$ cat config.mk
export PLATFORM = sky130hd
export DESIGN_NAME = gshare_dir_predictor_flat
export DESIGN_NICKNAME = d
export VERILOG_FILES = /design/src/rtl/gshare_dir_predictor_if.sv /design/src/rtl/gshare_dir_predictor.sv /design/src/flat_wrapper.sv
export SDC_FILE = /design/constraint.sdc
export NUM_CORES = 1
export LEC_CHECK = 0
export CAP_MARGIN = 20
export CORE_MARGIN = 1.5
export CORE_UTILIZATION = 35
export CTS_CLUSTER_SIZE = 8
export DETAILED_ROUTE_END_ITERATION = 8
export HOLD_SLACK_MARGIN = 0.08
export MAX_ROUTING_LAYER = met4
export PLACE_DENSITY = 0.53
export SLEW_MARGIN = 20
export SYNTH_ARGS = -nofsm -noshare
export SYNTH_HDL_FRONTEND = slang
export SYNTH_SLANG_ARGS = --single-unit
$ cat constraint.sdc
create_clock -name clk -period 7.1 [get_ports clk]
set_input_delay 1.775 -clock clk [delete_from_list [all_inputs] [get_ports clk]]
set_output_delay 1.775 -clock clk [all_outputs]
set_load 0.01 [all_outputs]
$ cat src/rtl/gshare_dir_predictor_if.sv
// Fetch/EX-side signal bundle for the gshare direction predictor.
// master = pipeline/hazard side (drives lookups and resolved outcomes),
// slave  = predictor (returns prediction, history snapshot, mispredict flag).
interface gshare_dir_predictor_if #(
   parameter int PC_BITS = 14,
   parameter int GHR_LEN = 8,
   parameter int PERF_W  = 32
);
   // fetch-side lookup
   logic                branch_en_F;
   logic                stall_F;
   logic [PC_BITS-1:0]  PC_F;
   logic                BP_decision_F;
   logic [GHR_LEN-1:0]  ghr_F;

   // EX-side resolution
   logic                branch_en_EX;
   logic [PC_BITS-1:0]  PC_EX;
   logic [GHR_LEN-1:0]  ghr_EX;
   logic                BP_decision_EX;
   logic                branch_result;
   logic                mispredict_EX;

   // performance counters
   logic [PERF_W-1:0]   branch_cnt;
   logic [PERF_W-1:0]   mispredict_cnt;

   modport master (
      output branch_en_F, stall_F, PC_F,
      output branch_en_EX, PC_EX, ghr_EX, BP_decision_EX, branch_result,
      input  BP_decision_F, ghr_F, mispredict_EX, branch_cnt, mispredict_cnt
   );

   modport slave (
      input  branch_en_F, stall_F, PC_F,
      input  branch_en_EX, PC_EX, ghr_EX, BP_decision_EX, branch_result,
      output BP_decision_F, ghr_F, mispredict_EX, branch_cnt, mispredict_cnt
   );
endinterface

$ cat src/rtl/gshare_dir_predictor.sv
// Parametrised gshare direction predictor: PHT of 2-bit counters indexed by PC^GHR,
// speculative global history with repair from EX. Lookup is combinational (0 cycles);
// updates land at the next clock. No backpressure: the hazard unit owns flush/redirect.
// Optional perf counters enabled with `define GSHARE_PERF_CNT_EN.
module gshare_dir_predictor #(
   parameter int PC_BITS  = 14,
   parameter int IDX_BITS = 8,
   parameter int GHR_LEN  = 8,
   parameter int PERF_W   = 32
) (
   input  logic                   clk,
   input  logic                   rst,   // asynchronous, active-low
   gshare_dir_predictor_if.slave  bp
);

   localparam int PHT_DEPTH = 1 << IDX_BITS;

   // Flop-array pattern history table; reset-clearable so training can be discarded.
   logic [1:0]          pht_q [PHT_DEPTH];
   logic [1:0]          ctr_d;

   // Speculative global history, shifted at fetch and repaired on mispredict.
   logic [GHR_LEN-1:0]  ghr_q;
   logic [GHR_LEN-1:0]  ghr_d;

   logic [IDX_BITS-1:0] fetch_idx;
   logic [IDX_BITS-1:0] ex_idx;
   logic                pred_taken;
   logic                mispredict;

   // gshare index: word-aligned PC bits XOR history; PC alone supplies bits above GHR_LEN.
   function automatic logic [IDX_BITS-1:0] pht_idx(
      input logic [PC_BITS-1:0] pc,
      input logic [GHR_LEN-1:0] hist
   );
      logic [IDX_BITS-1:0] hist_ext;
      hist_ext               = '0;
      hist_ext[GHR_LEN-1:0]  = hist;
      return pc[IDX_BITS+1:2] ^ hist_ext;
   endfunction

   assign fetch_idx = pht_idx(bp.PC_F, ghr_q);
   assign ex_idx    = pht_idx(bp.PC_EX, bp.ghr_EX);

   // Lookup reads the registered table, so a same-cycle EX write is not bypassed.
   assign pred_taken        = bp.branch_en_F & pht_q[fetch_idx][1];
   assign bp.BP_decision_F  = pred_taken;
   assign bp.ghr_F          = ghr_q;

   assign mispredict        = bp.branch_en_EX & (bp.branch_result != bp.BP_decision_EX);
   assign bp.mispredict_EX  = mispredict;

   // Saturating 2-bit counter step for the entry being trained.
   always_comb begin
      ctr_d = pht_q[ex_idx];
      if (bp.branch_result) begin
         if (pht_q[ex_idx] != 2'b11) ctr_d = pht_q[ex_idx] + 2'b01;
      end else begin
         if (pht_q[ex_idx] != 2'b00) ctr_d = pht_q[ex_idx] - 2'b01;
      end
   end

   // PHT: all entries weakly not-taken on reset, train on every resolved EX branch.
   always_ff @(posedge clk or negedge rst) begin
      if (!rst) begin
         for (int i = 0; i < PHT_DEPTH; i++) pht_q[i] <= 2'b01;
      end else if (bp.branch_en_EX) begin
         pht_q[ex_idx] <= ctr_d;
      end
   end

   // History next-state: EX repair beats the fetch-side speculative shift.
   always_comb begin
      ghr_d = ghr_q;
      if (mispredict) begin
         ghr_d = {bp.ghr_EX[GHR_LEN-2:0], bp.branch_result};
      end else if (bp.branch_en_F && !bp.stall_F) begin
         ghr_d = {ghr_q[GHR_LEN-2:0], pred_taken};
      end
   end

   // Speculative history register.
   always_ff @(posedge clk or negedge rst) begin
      if (!rst) ghr_q <= '0;
      else      ghr_q <= ghr_d;
   end

`ifdef GSHARE_PERF_CNT_EN
   logic [PERF_W-1:0] branch_cnt_q;
   logic [PERF_W-1:0] branch_cnt_d;
   logic [PERF_W-1:0] mispredict_cnt_q;
   logic [PERF_W-1:0] mispredict_cnt_d;

   // Counters saturate at all-ones so long runs never wrap back to small values.
   always_comb begin
      branch_cnt_d     = branch_cnt_q;
      mispredict_cnt_d = mispredict_cnt_q;
      if (bp.branch_en_EX && (branch_cnt_q != {PERF_W{1'b1}}))
         branch_cnt_d = branch_cnt_q + 1'b1;
      if (mispredict && (mispredict_cnt_q != {PERF_W{1'b1}}))
         mispredict_cnt_d = mispredict_cnt_q + 1'b1;
   end

   // Performance counter registers.
   always_ff @(posedge clk or negedge rst) begin
      if (!rst) begin
         branch_cnt_q     <= '0;
         mispredict_cnt_q <= '0;
      end else begin
         branch_cnt_q     <= branch_cnt_d;
         mispredict_cnt_q <= mispredict_cnt_d;
      end
   end

   assign bp.branch_cnt     = branch_cnt_q;
   assign bp.mispredict_cnt = mispredict_cnt_q;
`else
   // Counters disabled: ports kept, driven to zero, no flops.
   assign bp.branch_cnt     = '0;
   assign bp.mispredict_cnt = '0;
`endif

endmodule

$ cat src/flat_wrapper.sv
// flat-port wrapper written by rule: the top's interface ports become plain ports
module gshare_dir_predictor_flat 
#(
   parameter int PC_BITS  = 14,
   parameter int IDX_BITS = 8,
   parameter int GHR_LEN  = 8,
   parameter int PERF_W   = 32
)
  (clk, rst, bp_branch_en_F, bp_stall_F, bp_PC_F, bp_branch_en_EX, bp_PC_EX, bp_ghr_EX, bp_BP_decision_EX, bp_branch_result, bp_BP_decision_F, bp_ghr_F, bp_mispredict_EX, bp_branch_cnt, bp_mispredict_cnt);
  gshare_dir_predictor_if #(.PC_BITS(PC_BITS), .GHR_LEN(GHR_LEN), .PERF_W(PERF_W)) bp_i ();
  input  logic clk;
  input  logic rst;
  input wire logic [$bits(bp_i.branch_en_F)-1:0] bp_branch_en_F;
  input wire logic [$bits(bp_i.stall_F)-1:0] bp_stall_F;
  input wire logic [$bits(bp_i.PC_F)-1:0] bp_PC_F;
  input wire logic [$bits(bp_i.branch_en_EX)-1:0] bp_branch_en_EX;
  input wire logic [$bits(bp_i.PC_EX)-1:0] bp_PC_EX;
  input wire logic [$bits(bp_i.ghr_EX)-1:0] bp_ghr_EX;
  input wire logic [$bits(bp_i.BP_decision_EX)-1:0] bp_BP_decision_EX;
  input wire logic [$bits(bp_i.branch_result)-1:0] bp_branch_result;
  output wire logic [$bits(bp_i.BP_decision_F)-1:0] bp_BP_decision_F;
  output wire logic [$bits(bp_i.ghr_F)-1:0] bp_ghr_F;
  output wire logic [$bits(bp_i.mispredict_EX)-1:0] bp_mispredict_EX;
  output wire logic [$bits(bp_i.branch_cnt)-1:0] bp_branch_cnt;
  output wire logic [$bits(bp_i.mispredict_cnt)-1:0] bp_mispredict_cnt;
  assign bp_i.branch_en_F = bp_branch_en_F;
  assign bp_i.stall_F = bp_stall_F;
  assign bp_i.PC_F = bp_PC_F;
  assign bp_i.branch_en_EX = bp_branch_en_EX;
  assign bp_i.PC_EX = bp_PC_EX;
  assign bp_i.ghr_EX = bp_ghr_EX;
  assign bp_i.BP_decision_EX = bp_BP_decision_EX;
  assign bp_i.branch_result = bp_branch_result;
  assign bp_BP_decision_F = bp_i.BP_decision_F;
  assign bp_ghr_F = bp_i.ghr_F;
  assign bp_mispredict_EX = bp_i.mispredict_EX;
  assign bp_branch_cnt = bp_i.branch_cnt;
  assign bp_mispredict_cnt = bp_i.mispredict_cnt;
  gshare_dir_predictor #(.PC_BITS(PC_BITS), .IDX_BITS(IDX_BITS), .GHR_LEN(GHR_LEN), .PERF_W(PERF_W)) u_core (.clk(clk), .rst(rst), .bp(bp_i));
endmodule
==> metrics.txt <==
Fill cells=between 7000 and 8000; CP startpoint=bp_PC_F[2]; post-layout minimum cycle time=between 7 and 8 ns; Routed WL=84950 um; DR WL met2=between 30000 and 40000 um; mux cell area share after synthesis=0.1738; gr ovfl total=0; FF+latch area=13330 um2; Netlist cell types=between 40 and 50; VDD IR max=~0.19 mV; Syn. warnings=0; via count=between 20000 and 25000; largest area contributor in the netlist=dfstp_2; area of the mapped netlist=about 26000 um2; Worst EP required=5.33 ns; Synth Area in Compound Gates=0.1169; die width=277.4 um; drt wl/cell=23.08 um; GP Congestion=slightly above 0.9; Post-Synth XOR/XNOR Area=0.008638; vias per cell=5.565; top layer in use=met4; area of the multi-input gates=around 12000 um2; I/O Buffers=40; TritonCTS Buffers=75; Mapped Avg Cell Area=10.25 um2; remaining antenna violation count=0; Buf+Inv Stages, Crit Path=5; clk buf depth=3; fin nets=roughly 2700; routed wl met3=a little over 6000 um; clk_lat worst skew=between 0.6 and 0.7 ns; Setup CP Type=input pin to primary output; synth cell count leaders=nor2_1 (794), a21oi_1 (520), dfrtp_1 (264), dfstp_2 (256), mux4_2 (194); Main synth FF type=dfrtp_1; Area Growth Syn to Fin=16.90%; first-pass GRT wire length=128900 um; Core Region=74450 um2; cell with the most instances after synthesis=nor2_1; reg2reg start=u_core.pht_q[248]; DRT Pass-1 Iters=6; slowest cell on the critical path=mux4_2; Clock Skew=about 0.027 ns; num rows=100; Final HPWL DP=roughly 55000 um; share of cells above drive strength 1=0.2494; power per cell area=approximately 320 nW/um2; crit start category=input pin; status=finished clean; EDFF count, synth=0; total power=a little under 10000 uW; H-tree levels=3; CP endpoint kind=primary output; Die Area=76970 um2; register area share after synthesis=0.5058; placed insts=roughly 3500; Mapped Cells=approximately 2600; CTS Hold Bufs=0; maximum clock rate=between 100 and 150 MHz; number of synthesized register bits=520; worst-path fanout max=10; RSZ-0062 raised after global routing=false; GRT Util Overall=0.2282; Hold Crit Class=register to register; P_leak=0.01214 uW; Worst Tran Pin Value=roughly 1.0 ns; clk sinks=520; hold_sp=u_core.pht_q[18]; Adder-Cell Fraction of Synth Area=0.0008069; io pins=117; Synth Area in Simple Gates=0.1497; non-filler cells, final=~3700; Starting Density=0.3541; fin crit share=0.9894; Worst-path clk slew=roughly 0.050 ns; Yosys top cell area share=0.2552; final setup fails=0; vias in the first global route=a little over 20000; CP max stage delay=about 0.51 ns; residual DRC count=0; largest net degree at the start of global routing=around 180; CP arrival=5.25 ns; Die Y=277.4 um; initial antenna violation count=2; ordered list of cells on the worst path=clkdlybuf4s15_1, xor2_4, buf_12, buf_12, buf_4, mux4_2, mux4_2, mux2i_1, o21ai_0, o22ai_1, a21oi_2, and2_1, clkdlybuf4s50_1; initial DRC count=around 2000; wl on met1=around 36000 um; Final Hold Viols=0; largest family of logic cells by synthesized area=multiplexers; Synth area leaders=dfstp_2 (26%), dfrtp_1 (25%), mux4_2 (17%), nor2_1 (11%), a21oi_1 (9.9%); delay-heaviest family, CP=buffers and inverters; Max-slew headroom=0.3031; Hold Slack=0.4986 ns; clk root buf=clkbuf_16; CTS tree=built; fin. max-slew vios=0; Synth async-reset ratio=1.000; Max Cap Viol=0
registers in the layout, summed over array words and instances (netlist names):
signal / cells
u_core.pht_q: 512
u_core.bp.ghr_F: 8
area by class of cell:
class / count / area share
clock buffers: 129 / 0.06955
diodes: 1 / 0.00008121
repair buffers: 156 / 0.05709
well taps: 969 / 0.03934
multi-input cells: 1899 / 0.3982
flip-flops and latches: 520 / 0.4327
inverters: 2 / 0.0002436
clock inverters: 5 / 0.002842
worst register-to-register path: stages (launching register included):
cell and delay (ns):
dfstp_2 0.36, mux4_2 0.50, nand2_1 0.09, a41oi_1 0.35
or4_1 0.76, or4_1 0.47, maj3_4 0.42, buf_12 0.21
buf_4 0.21, a21oi_1 0.15
routing by layer:
layer | GRT usage | up-vias
li1 | - | 9151
met1 | 0.3014 | 10270
met2 | 0.3506 | 888
met3 | 0.03959 | 173
met4 | 0.08819 | 0
met5 | - | -
cells in the final DEF (no fill, tap or decap), types with 10 or more instances in the layout:
cell and instances:
a21oi_1 519, a22oi_1 14, a41oi_1 16, buf_12 35, buf_4 79, clkbuf_1 51
clkbuf_16 78, clkdlybuf4s50_1 38, conb_1 64, dfrtp_1 264, dfstp_2 256, mux2i_1 19
mux4_2 194, nand2_1 146, nand3_1 17, nand4_1 21, nor2_1 790, o21ai_0 11
xor2_1 10
report_power, final:
part | total, uW | internal [uW] | switching [uW]
combinational | 2370 | 1070 | 1300
sequential | 3940 | 3600 | 342
clock | 3420 | 2080 | 1340
per-stage QoR:
stage / instance area (um2) / setup WS (ns) / utilization / TNS, ns
floorplan: 26600 / 0.6790 / - / 0
global placement: 28440 / -0.2367 / 0.3821 / -0.2367
detailed placement: 28440 / -0.2233 / 0.3821 / -0.2233
CTS: 30740 / 0.06283 / 0.4130 / 0
global route: 30820 / 0.01669 / 0.4139 / 0
finish: 30820 / 0.07532 / 0.4139 / 0
kinds of logic after synthesis:
group,Yosys count
compound gates,582
xor+xnor,26
fa+ha+maj,2
buf+inv,217
flops,520
mux,215
other cells,1
simple gates,1010
final timing paths:
kind / endpoint / slack, ns / cells after the start
worst max-delay path: bp_BP_decision_F / 0.08 / 13
worst min-delay path: u_core.pht_q[18] / 0.50 / 2
worst max register to register: u_core.pht_q[446] / 3.47 / 9
worst min register to register: u_core.pht_q[18] / 0.50 / 2
max in group asynchronous: u_core.pht_q[15] / 4.36 / 2
min in group asynchronous: u_core.pht_q[397] / 1.23 / 1
repair_timing:
item	in CTS	in global routing
buffers inserted	1	4
resized for setup	4	1
pin swaps	2	2
cloned	1	0
endpoints found under the hold margin	0	0
endpoints found under the setup margin	1	1
Power figures use the tool's default switching activity.
